<file path="src/rtl/ps2_kbd_ascii_if.sv">
// Keyboard-side and video-memory-side signals of the PS/2 ASCII front end.
// master is the front end itself; slave is the keyboard line driver plus key consumer.
interface ps2_kbd_ascii_if;
  logic       ps2_clk;
  logic       ps2_data;
  logic [7:0] key_in;
  logic       p_valid;
  logic       frame_err;
  logic       shift_o;

  modport master (
    input  ps2_clk,
    input  ps2_data,
    output key_in,
    output p_valid,
    output frame_err,
    output shift_o
  );

  modport slave (
    output ps2_clk,
    output ps2_data,
    input  key_in,
    input  p_valid,
    input  frame_err,
    input  shift_o
  );
endinterface

</file>
<file path="src/rtl/ps2_kbd_ascii.sv">
// PS/2 set-2 keyboard receiver: frames bits, checks parity, tracks make/break/extended/shift
// and emits one ASCII write pulse per printable or control key press.
module ps2_kbd_ascii #(
  parameter int SYNC_STAGES    = 3,
  parameter int TIMEOUT_CYCLES = 20000
) (
  input  logic              clk,
  input  logic              reset,
  ps2_kbd_ascii_if.master   bus
);

  localparam int TW = $clog2(TIMEOUT_CYCLES + 1);
  localparam logic [TW-1:0] TIMER_LAST = TW'(TIMEOUT_CYCLES - 1);

  typedef enum logic [1:0] {
    ST_IDLE      = 2'd0,
    ST_BREAK     = 2'd1,
    ST_EXT       = 2'd2,
    ST_EXT_BREAK = 2'd3
  } state_t;

  // Each stage holds {ps2_clk, ps2_data}; idle lines are high.
  logic [SYNC_STAGES-1:0][1:0] sync_reg;

  genvar gi;
  generate
    for (gi = 0; gi < SYNC_STAGES; gi++) begin : g_sync
      if (gi == 0) begin : g_first
        always_ff @(posedge clk or negedge reset) begin
          if (!reset) sync_reg[gi] <= 2'b11;
          else        sync_reg[gi] <= {bus.ps2_clk, bus.ps2_data};
        end
      end else begin : g_chain
        always_ff @(posedge clk or negedge reset) begin
          if (!reset) sync_reg[gi] <= 2'b11;
          else        sync_reg[gi] <= sync_reg[gi-1];
        end
      end
    end
  endgenerate

  logic ps2_clk_s;
  logic ps2_data_s;
  logic clk_prev_reg;
  logic fall;

  assign ps2_clk_s  = sync_reg[SYNC_STAGES-1][1];
  assign ps2_data_s = sync_reg[SYNC_STAGES-1][0];
  assign fall       = clk_prev_reg & ~ps2_clk_s;

  // Bit-level receiver
  logic [3:0]    bit_cnt_reg;
  logic [9:0]    frame_reg;
  logic [TW-1:0] timer_reg;
  logic [7:0]    code_reg;
  logic          code_valid_reg;
  logic          frame_err_reg;
  logic          accept;

  // After ten shifts: bit0 = start, bits 8:1 = data LSB first, bit9 = parity; stop is live.
  assign accept = ~frame_reg[0] & ps2_data_s & (^frame_reg[9:1]);

  always_ff @(posedge clk or negedge reset) begin
    if (!reset) begin
      clk_prev_reg   <= 1'b1;
      bit_cnt_reg    <= 4'd0;
      frame_reg      <= 10'd0;
      timer_reg      <= '0;
      code_reg       <= 8'd0;
      code_valid_reg <= 1'b0;
      frame_err_reg  <= 1'b0;
    end else begin
      clk_prev_reg   <= ps2_clk_s;
      code_valid_reg <= 1'b0;
      frame_err_reg  <= 1'b0;
      if (fall) begin
        timer_reg <= '0;
        if (bit_cnt_reg == 4'd10) begin
          bit_cnt_reg <= 4'd0;
          if (accept) begin
            code_reg       <= frame_reg[8:1];
            code_valid_reg <= 1'b1;
          end else begin
            frame_err_reg  <= 1'b1;
          end
        end else begin
          frame_reg   <= {ps2_data_s, frame_reg[9:1]};
          bit_cnt_reg <= bit_cnt_reg + 4'd1;
        end
      end else if (bit_cnt_reg != 4'd0) begin
        // A stalled partial frame is silently abandoned.
        if (timer_reg == TIMER_LAST) begin
          bit_cnt_reg <= 4'd0;
          timer_reg   <= '0;
        end else begin
          timer_reg   <= timer_reg + 1'b1;
        end
      end
    end
  end

  // Returns {mapped, ascii} for a make code given the current shift state.
  function automatic logic [8:0] map_code(input logic [7:0] code, input logic sh);
    logic [4:0] letter;
    logic       is_letter;
    logic [8:0] result;
    letter    = 5'd0;
    is_letter = 1'b1;
    result    = 9'd0;
    case (code)
      8'h1C: letter = 5'd0;
      8'h32: letter = 5'd1;
      8'h21: letter = 5'd2;
      8'h23: letter = 5'd3;
      8'h24: letter = 5'd4;
      8'h2B: letter = 5'd5;
      8'h34: letter = 5'd6;
      8'h33: letter = 5'd7;
      8'h43: letter = 5'd8;
      8'h3B: letter = 5'd9;
      8'h42: letter = 5'd10;
      8'h4B: letter = 5'd11;
      8'h3A: letter = 5'd12;
      8'h31: letter = 5'd13;
      8'h44: letter = 5'd14;
      8'h4D: letter = 5'd15;
      8'h15: letter = 5'd16;
      8'h2D: letter = 5'd17;
      8'h1B: letter = 5'd18;
      8'h2C: letter = 5'd19;
      8'h3C: letter = 5'd20;
      8'h2A: letter = 5'd21;
      8'h1D: letter = 5'd22;
      8'h22: letter = 5'd23;
      8'h35: letter = 5'd24;
      8'h1A: letter = 5'd25;
      default: is_letter = 1'b0;
    endcase
    if (is_letter) begin
      result = {1'b1, (sh ? 8'h41 : 8'h61) + {3'b000, letter}};
    end else begin
      case (code)
        8'h45: result = {1'b1, 8'h30};
        8'h16: result = {1'b1, 8'h31};
        8'h1E: result = {1'b1, 8'h32};
        8'h26: result = {1'b1, 8'h33};
        8'h25: result = {1'b1, 8'h34};
        8'h2E: result = {1'b1, 8'h35};
        8'h36: result = {1'b1, 8'h36};
        8'h3D: result = {1'b1, 8'h37};
        8'h3E: result = {1'b1, 8'h38};
        8'h46: result = {1'b1, 8'h39};
        8'h29: result = {1'b1, 8'h20};
        8'h66: result = {1'b1, 8'h08};
        8'h5A: result = {1'b1, 8'h0A};
        default: result = 9'd0;
      endcase
    end
    return result;
  endfunction

  // Scancode decoder
  state_t     state_reg, state_next;
  logic       shift_held_reg, shift_next;
  logic       emit;
  logic [8:0] mapped;
  logic       is_shift_code;
  logic [7:0] key_in_reg;
  logic       p_valid_reg;

  assign is_shift_code = (code_reg == 8'h12) || (code_reg == 8'h59);

  always_comb begin
    state_next = state_reg;
    shift_next = shift_held_reg;
    emit       = 1'b0;
    mapped     = map_code(code_reg, shift_held_reg);
    if (code_valid_reg) begin
      case (state_reg)
        ST_IDLE: begin
          if (code_reg == 8'hF0)      state_next = ST_BREAK;
          else if (code_reg == 8'hE0) state_next = ST_EXT;
          else if (is_shift_code)     shift_next = 1'b1;
          else if (mapped[8])         emit       = 1'b1;
        end
        ST_BREAK: begin
          if (is_shift_code) shift_next = 1'b0;
          state_next = ST_IDLE;
        end
        ST_EXT: begin
          state_next = (code_reg == 8'hF0) ? ST_EXT_BREAK : ST_IDLE;
        end
        ST_EXT_BREAK: state_next = ST_IDLE;
        default:      state_next = ST_IDLE;
      endcase
    end
  end

  always_ff @(posedge clk or negedge reset) begin
    if (!reset) begin
      state_reg      <= ST_IDLE;
      shift_held_reg <= 1'b0;
      key_in_reg     <= 8'd0;
      p_valid_reg    <= 1'b0;
    end else begin
      state_reg      <= state_next;
      shift_held_reg <= shift_next;
      p_valid_reg    <= emit;
      if (emit) key_in_reg <= mapped[7:0];
    end
  end

  assign bus.key_in    = key_in_reg;
  assign bus.p_valid   = p_valid_reg;
  assign bus.frame_err = frame_err_reg;
  assign bus.shift_o   = shift_held_reg;

endmodule

</file>
<file path="src/flat_wrapper.sv">
// flat-port wrapper written by rule: the top's interface ports become plain ports
module ps2_kbd_ascii_flat 
#(
  parameter int SYNC_STAGES    = 3,
  parameter int TIMEOUT_CYCLES = 20000
)
  (clk, reset, bus_ps2_clk, bus_ps2_data, bus_key_in, bus_p_valid, bus_frame_err, bus_shift_o);
  ps2_kbd_ascii_if bus_i ();
  input  logic clk;
  input  logic reset;
  input wire logic [$bits(bus_i.ps2_clk)-1:0] bus_ps2_clk;
  input wire logic [$bits(bus_i.ps2_data)-1:0] bus_ps2_data;
  output wire logic [$bits(bus_i.key_in)-1:0] bus_key_in;
  output wire logic [$bits(bus_i.p_valid)-1:0] bus_p_valid;
  output wire logic [$bits(bus_i.frame_err)-1:0] bus_frame_err;
  output wire logic [$bits(bus_i.shift_o)-1:0] bus_shift_o;
  assign bus_i.ps2_clk = bus_ps2_clk;
  assign bus_i.ps2_data = bus_ps2_data;
  assign bus_key_in = bus_i.key_in;
  assign bus_p_valid = bus_i.p_valid;
  assign bus_frame_err = bus_i.frame_err;
  assign bus_shift_o = bus_i.shift_o;
  ps2_kbd_ascii #(.SYNC_STAGES(SYNC_STAGES), .TIMEOUT_CYCLES(TIMEOUT_CYCLES)) u_core (.clk(clk), .reset(reset), .bus(bus_i));
endmodule
</file>
<file path="config.mk">
export PLATFORM = sky130hd
export DESIGN_NAME = ps2_kbd_ascii_flat
export DESIGN_NICKNAME = d
export VERILOG_FILES = /design/src/rtl/ps2_kbd_ascii_if.sv /design/src/rtl/ps2_kbd_ascii.sv /design/src/flat_wrapper.sv
export SDC_FILE = /design/constraint.sdc
export NUM_CORES = 1
export LEC_CHECK = 0
export CAP_MARGIN = 20
export CORE_MARGIN = 1.5
export CORE_UTILIZATION = 50
export CTS_BUF_LIST = sky130_fd_sc_hd__clkbuf_16
export CTS_CLUSTER_SIZE = 14
export DETAILED_ROUTE_END_ITERATION = 10
export HOLD_SLACK_MARGIN = 0.08
export PLACE_DENSITY = 0.68
export SYNTH_ARGS = -nofsm -noshare
export SYNTH_HDL_FRONTEND = slang
export SYNTH_SLANG_ARGS = --single-unit
</file>
<file path="constraint.sdc">
create_clock -name clk -period 2.6 [get_ports clk]
set_input_delay 0.26 -clock clk [delete_from_list [all_inputs] [get_ports clk]]
set_output_delay 0.26 -clock clk [all_outputs]
set_load 0.01 [all_outputs]
</file>
; After elaboration in Yosys (flattened, before gate mapping)
; Cells that the tools add are included.
[classes]
n_addsub = 3
eq_ne = 53
mux = 33
bitwise_logic = 6
reduce_logical = 14
[ops]
columns = operator, n
row1 = 8-bit by 6-bit == test with 1-bit output (second input constant), 23
row2 = 5-bit one-hot mux with 25 select lines, 1
row3 = 9-bit one-hot mux with 13 select lines, 1
row4 = 8-bit by 7-bit == test with 1-bit output (second input constant), 10
row5 = 8-bit by 5-bit == test with 1-bit output (second input constant), 8
row6 = 15-bit two-way mux, 3
row7 = 26-bit OR reduction, 1
row8 = 1-bit two-way mux, 17
row9 = 8-bit == test (second input constant), 2
row10 = 4-bit two-way mux, 4
row11 = 15-bit by 1-bit adder with 15-bit output (second input constant), 1
row12 = 15-bit == test (second input constant), 1
row13 = 9-bit two-way mux, 1
row14 = 9-bit XOR reduction, 1
row15 = 8-bit by 5-bit adder with 8-bit output, 1
row16 = 2-bit two-way mux, 3
row17 = 6-bit two-way mux, 1
row18 = 2-bit one-hot mux with 3 select lines, 1
row19 = 2-bit AND reduction, 3
row20 = 6-bit AND reduction, 1
row21 = 2-bit nonzero test, 3
row22 = 4-bit by 1-bit adder with 4-bit output (second input constant), 1
row23 = 2-bit == test (second input constant), 2
row24 = 4-bit == test (second input constant), 1
row25 = other kinds (12), 18
[word_totals]
regBits = 58

; Longest topological paths before layout
[logic_depth]
ltp_word = 10
ltp_mapped = 10
mapped_depth_nobuf = 8

; Worst setup path after synthesis
; OpenSTA, ideal clock, no wires.
[synth_path]
path_kind = reg-to-reg
from = register u_core.code_reg[4]
to = register u_core.key_in_reg[2] (netlist: u_core.bus.key_in[2])
arrival_time_ns = 2.239
required_time_ns = 2.475
setup_slack_ns = 0.236
path_stages_with_launch = 10
path_cell_list = dfrtp_1 or4b_1 buf_2 o32ai_4 nor2_1 nand3_1 ha_1 a21oi_1 a211o_1 mux2_4
[synth_between]
elab_chain_len = 10
elab_cells_between_ends = 56
classes_between = 1 x add/sub / 43 x eq/ne / 10 x mux / 2 x reduce/logical
[synth_rtl]
columns = element, line_no
row1 = from (decl), ps2_kbd_ascii.sv:55  ; logic [7:0] code_reg;
row2 = from (signal assigned), ps2_kbd_ascii.sv:81  ; code_reg <= frame_reg[8:1];
row3 = "8-bit by 5-bit == test with 1-bit output, or another cell as far along", ps2_kbd_ascii.sv:110  ; case (code)
row4 = 26-bit OR reduction (no source line), -
row5 = 1-bit two-way mux, ps2_kbd_ascii.sv:110
row6 = 9-bit two-way mux, ps2_kbd_ascii.sv:139  ; if (is_letter) begin
row7 = 1-bit two-way mux, ps2_kbd_ascii.sv:184  ; else if (mapped[8]) emit = 1'b1;
row8 = 1-bit two-way mux, ps2_kbd_ascii.sv:183  ; else if (is_shift_code) shift_next = 1'b1;
row9 = 1-bit two-way mux, ps2_kbd_ascii.sv:182  ; else if (code_reg == 8'hE0) state_next = ST_EXT;
row10 = 1-bit two-way mux, ps2_kbd_ascii.sv:181  ; if (code_reg == 8'hF0) state_next = ST_BREAK;
row11 = 1-bit two-way mux, ps2_kbd_ascii.sv:179  ; case (state_reg)
row12 = 1-bit two-way mux, ps2_kbd_ascii.sv:178  ; if (code_valid_reg) begin
row13 = to (signal assigned), ps2_kbd_ascii.sv:209  ; if (emit) key_in_reg <= mapped[7:0];
row14 = to (decl), ps2_kbd_ascii.sv:168  ; logic [7:0] key_in_reg;
; Parallel ways exist; a longest one is shown, timed or not.
; A chain may end at the register's enable or synchronous reset.

; Worst setup path in the final report
; Ends and elaborated chain as after synthesis.

==> results.yml <==
pwr:
  p_clk_frac: 0.408
  p_switching_mw: 0.8172
  peakVddDrop_mv: 0.7421
  switching_share: 0.2856
  total_power_mw: 2.861
  p_seq_frac: 0.403
  p_int_mw: 2.044
  p_comb_frac: 0.189
  leakagePower_nw: 1.768
  p_per_area_nw_per_um2: 681.9
global_route:
  grt_usage: 0.2254
  grt_pass1_wl_um: 13050
  grt_max_degree: 59
  antenna_found_initial: 0
  grt_pass1_vias: 2674
  gr-total-overflow: 0
cells_and_area:
  final_nets: 387
  area.growth.synth_to_final_pct: 21.18
  final_area_um2: 4195
  drive_above_1_share: 0.2637
  largest_register_ffs: 15
  diodes: 0
routing:
  drt_wl_total_um: 7712
  vias: 2762
  drt_first_pass_iters: 4
  routed_via_density: 5.965
  antenna_left: 0
  drc: 0
  drt_iter0_markers: 212
  wire_per_inst_um: 16.66
synthesis:
  synthArstFlopShare: 1.000
  ys_ff_latch: 58
  syn_inst: 341
  avgSynthCellArea_um2: 10.15
  yosys_warnings: 0
  synthDistinctLibCells: 68
  yosysTopAreaCellShare: 0.3686
  synth_area_leaders: "dfrtp_1 (37%), mux2_2 (6.5%), dfstp_2 (5.3%), o21ai_0 (3.0%), xnor2_1 (2.8%)"
  yosys.area.top_type: "dfrtp_1"
  synth-seq-area-share: 0.4218
  syn-cell-area_um2: 3462
  synth_nets: 350
  synth-main-ff-cell: "dfrtp_1"
  synth_edf_count: 0
sta:
  skew_ns: 0.007250
  tightest_slew_ns: 0.7113
  slew-limit-headroom: 0.5240
  final-hold-violation-count: 0
  drv_slew: 0
  rsz0062_at_grt: "no"
  finalSetupViolCount: 0
  fmax_mhz: 401.5
  setup_ws_ns: 0.1094
  fin_crit_sh: 0.9579
  layout_min_cycle_time_ns: 2.491
critical_path:
  path_class: "reg2reg"
  path_max_fanout: 10
  cp_data_arrival_time_ns: 2.70
  start_kind: "register"
  cp-end-kind: "register"
  cp_data_required_time_ns: 2.81
clock_network:
  clock-root-buffer: "clkbuf_16"
  clock-sinks: 58
  clock_latency_ns: 0.33
  clk_path_buf_depth: 2
  cts_inserted_buffers: 9
  htreeDepth: 3
  cts_tree: "yes"
  clkTransAtPathRegs_ns: 0.05
flow_run:
  max-cap-violations: 0
floorplan:
  start_util: 0.5124
  die_w_um: 86.21
  fp.dieH_um: 86.21
  rows: 30
  die_area_um2: 7432
  coreArea_um2: 6756
  num_io_pins: 15
placed_design:
  place_hpwl_um: 5392
  port_buffers: 14
  finalWeightedCongestion: 0.9411
  place_area_um2: 3825
  post-place-ws_ns: -0.01820
worst_hold_path:
  hp-class: "in2reg"
run_status:
  outcome: "completed"
worst max-delay path, cell delays in order (launching register included):
cell and delay [ns]:
dfrtp_2 0.47, or4b_4 0.59, o32ai_4 0.35, nor2_1 0.13, nand3_1 0.09, ha_1 0.17, a21oi_1 0.05, a211o_1 0.27
mux2_4 0.26
final cells by class:
class	instances	area, um^2
inverters	11	41.29
clock inverters	7	70.07
flip-flops and latches	58	1464
multi-input cells	251	1893
well taps	80	100.1
clock buffers	9	225.2
fillers	573	2561
repair buffers	47	401.6
synthesized netlist by cell type (8+ instances only):
cell type / instances
nor2_1: 21
nand2_1: 23
inv_1: 10
mux2_2: 20
nand3_1: 9
nor3_1: 10
o21ai_0: 21
xnor2_1: 11
dfrtp_1: 51
buf_2: 10
nand3b_1: 8
nand2b_1: 13
power groups by stage:
stage / Sequential, mW / Clock (mW) / Combinational, mW
after detailed placement: 1.17 / 0 / 0.539
after global placement: 1.16 / 0 / 0.526
after floorplan: 1.13 / 0 / 0.426
after global routing: 1.18 / 1.23 / 0.604
final: 1.15 / 1.17 / 0.541
after CTS: 1.15 / 1.19 / 0.546
path summary, 6_finish.rpt:
kind                                    startpoint              endpoint  slack [ns]  depth (start not counted)
worst min-delay path                  bus_ps2_data    u_core.sync_reg[0]        0.34                          1
min in group asynchronous                    reset   u_core.timer_reg[2]        0.47                          3
worst max-delay path            u_core.code_reg[4]  u_core.bus.key_in[2]        0.11                          8
worst max register to register  u_core.code_reg[4]  u_core.bus.key_in[2]        0.11                          8
worst min register to register  u_core.sync_reg[0]    u_core.sync_reg[2]        0.35                          0
max in group asynchronous                    reset   u_core.clk_prev_reg        1.84                          3
layer usage:
layer  track usage  vias to the layer above  wire [um]
li1              -                     1342          -
met5             0                        -          0
met2        0.3443                       52       3514
met4       0.09531                        0        165
met3       0.05048                       17        323
met1        0.3099                     1351       3708
layout by cell type (no fill, tap or decap), types with 4 or more instances in the layout:
cell / netlist / layout
and3_1: 7 / 7
nor2b_1: 6 / 6
inv_1: 10 / 10
nor2_1: 21 / 21
nor3b_1: 6 / 6
nor3_1: 10 / 9
o21ai_0: 21 / 21
o22ai_1: 5 / 5
clkbuf_16: 0 / 9
o32ai_1: 6 / 5
nand4_1: 6 / 6
xnor2_1: 11 / 11
nand3_1: 9 / 9
ha_1: 5 / 5
a22o_1: 4 / 4
dfstp_2: 7 / 7
xor2_1: 4 / 4
mux2i_1: 4 / 4
dfrtp_1: 51 / 48
buf_4: 3 / 30
clkdlybuf4s50_1: 0 / 13
mux2_2: 20 / 20
nand2_1: 23 / 23
nand2b_1: 13 / 13
nand3b_1: 8 / 8
a21oi_1: 7 / 7
per-stage QoR:
stage | instances | utilization | TNS (ns) | hold WS [ns]
final | 463 | 0.6209 | 0 | 0.3427
after global routing | 463 | 0.6209 | 0 | 0.3382
after CTS | 463 | 0.6143 | 0 | 0.3330
after detailed placement | 444 | 0.5661 | -0.01820 | 0.2859
after global placement | 444 | 0.5661 | -0.01003 | 0.2839
after floorplan | 341 | - | 0 | -0.03559
cells by family after synthesis:
kind of cell             share of synthesized area
adder cells (fa/ha/maj)                    0.01807
AND/OR/NAND/NOR                             0.2281
XOR/XNOR                                   0.04445
buffers and inverters                      0.04373
multiplexers                               0.08529
flip-flops                                  0.4218
AO/OA/AOI/OAI                               0.1587
timing repair:
item,4_1_cts,5_1_grt
hold buffers,1,0
pin swaps,1,1
hold endpoints to repair,51,0
endpoints found under the setup margin,2,9
gates resized for setup,1,13
buffers inserted,2,0
(Power assumes the default switching activity.)
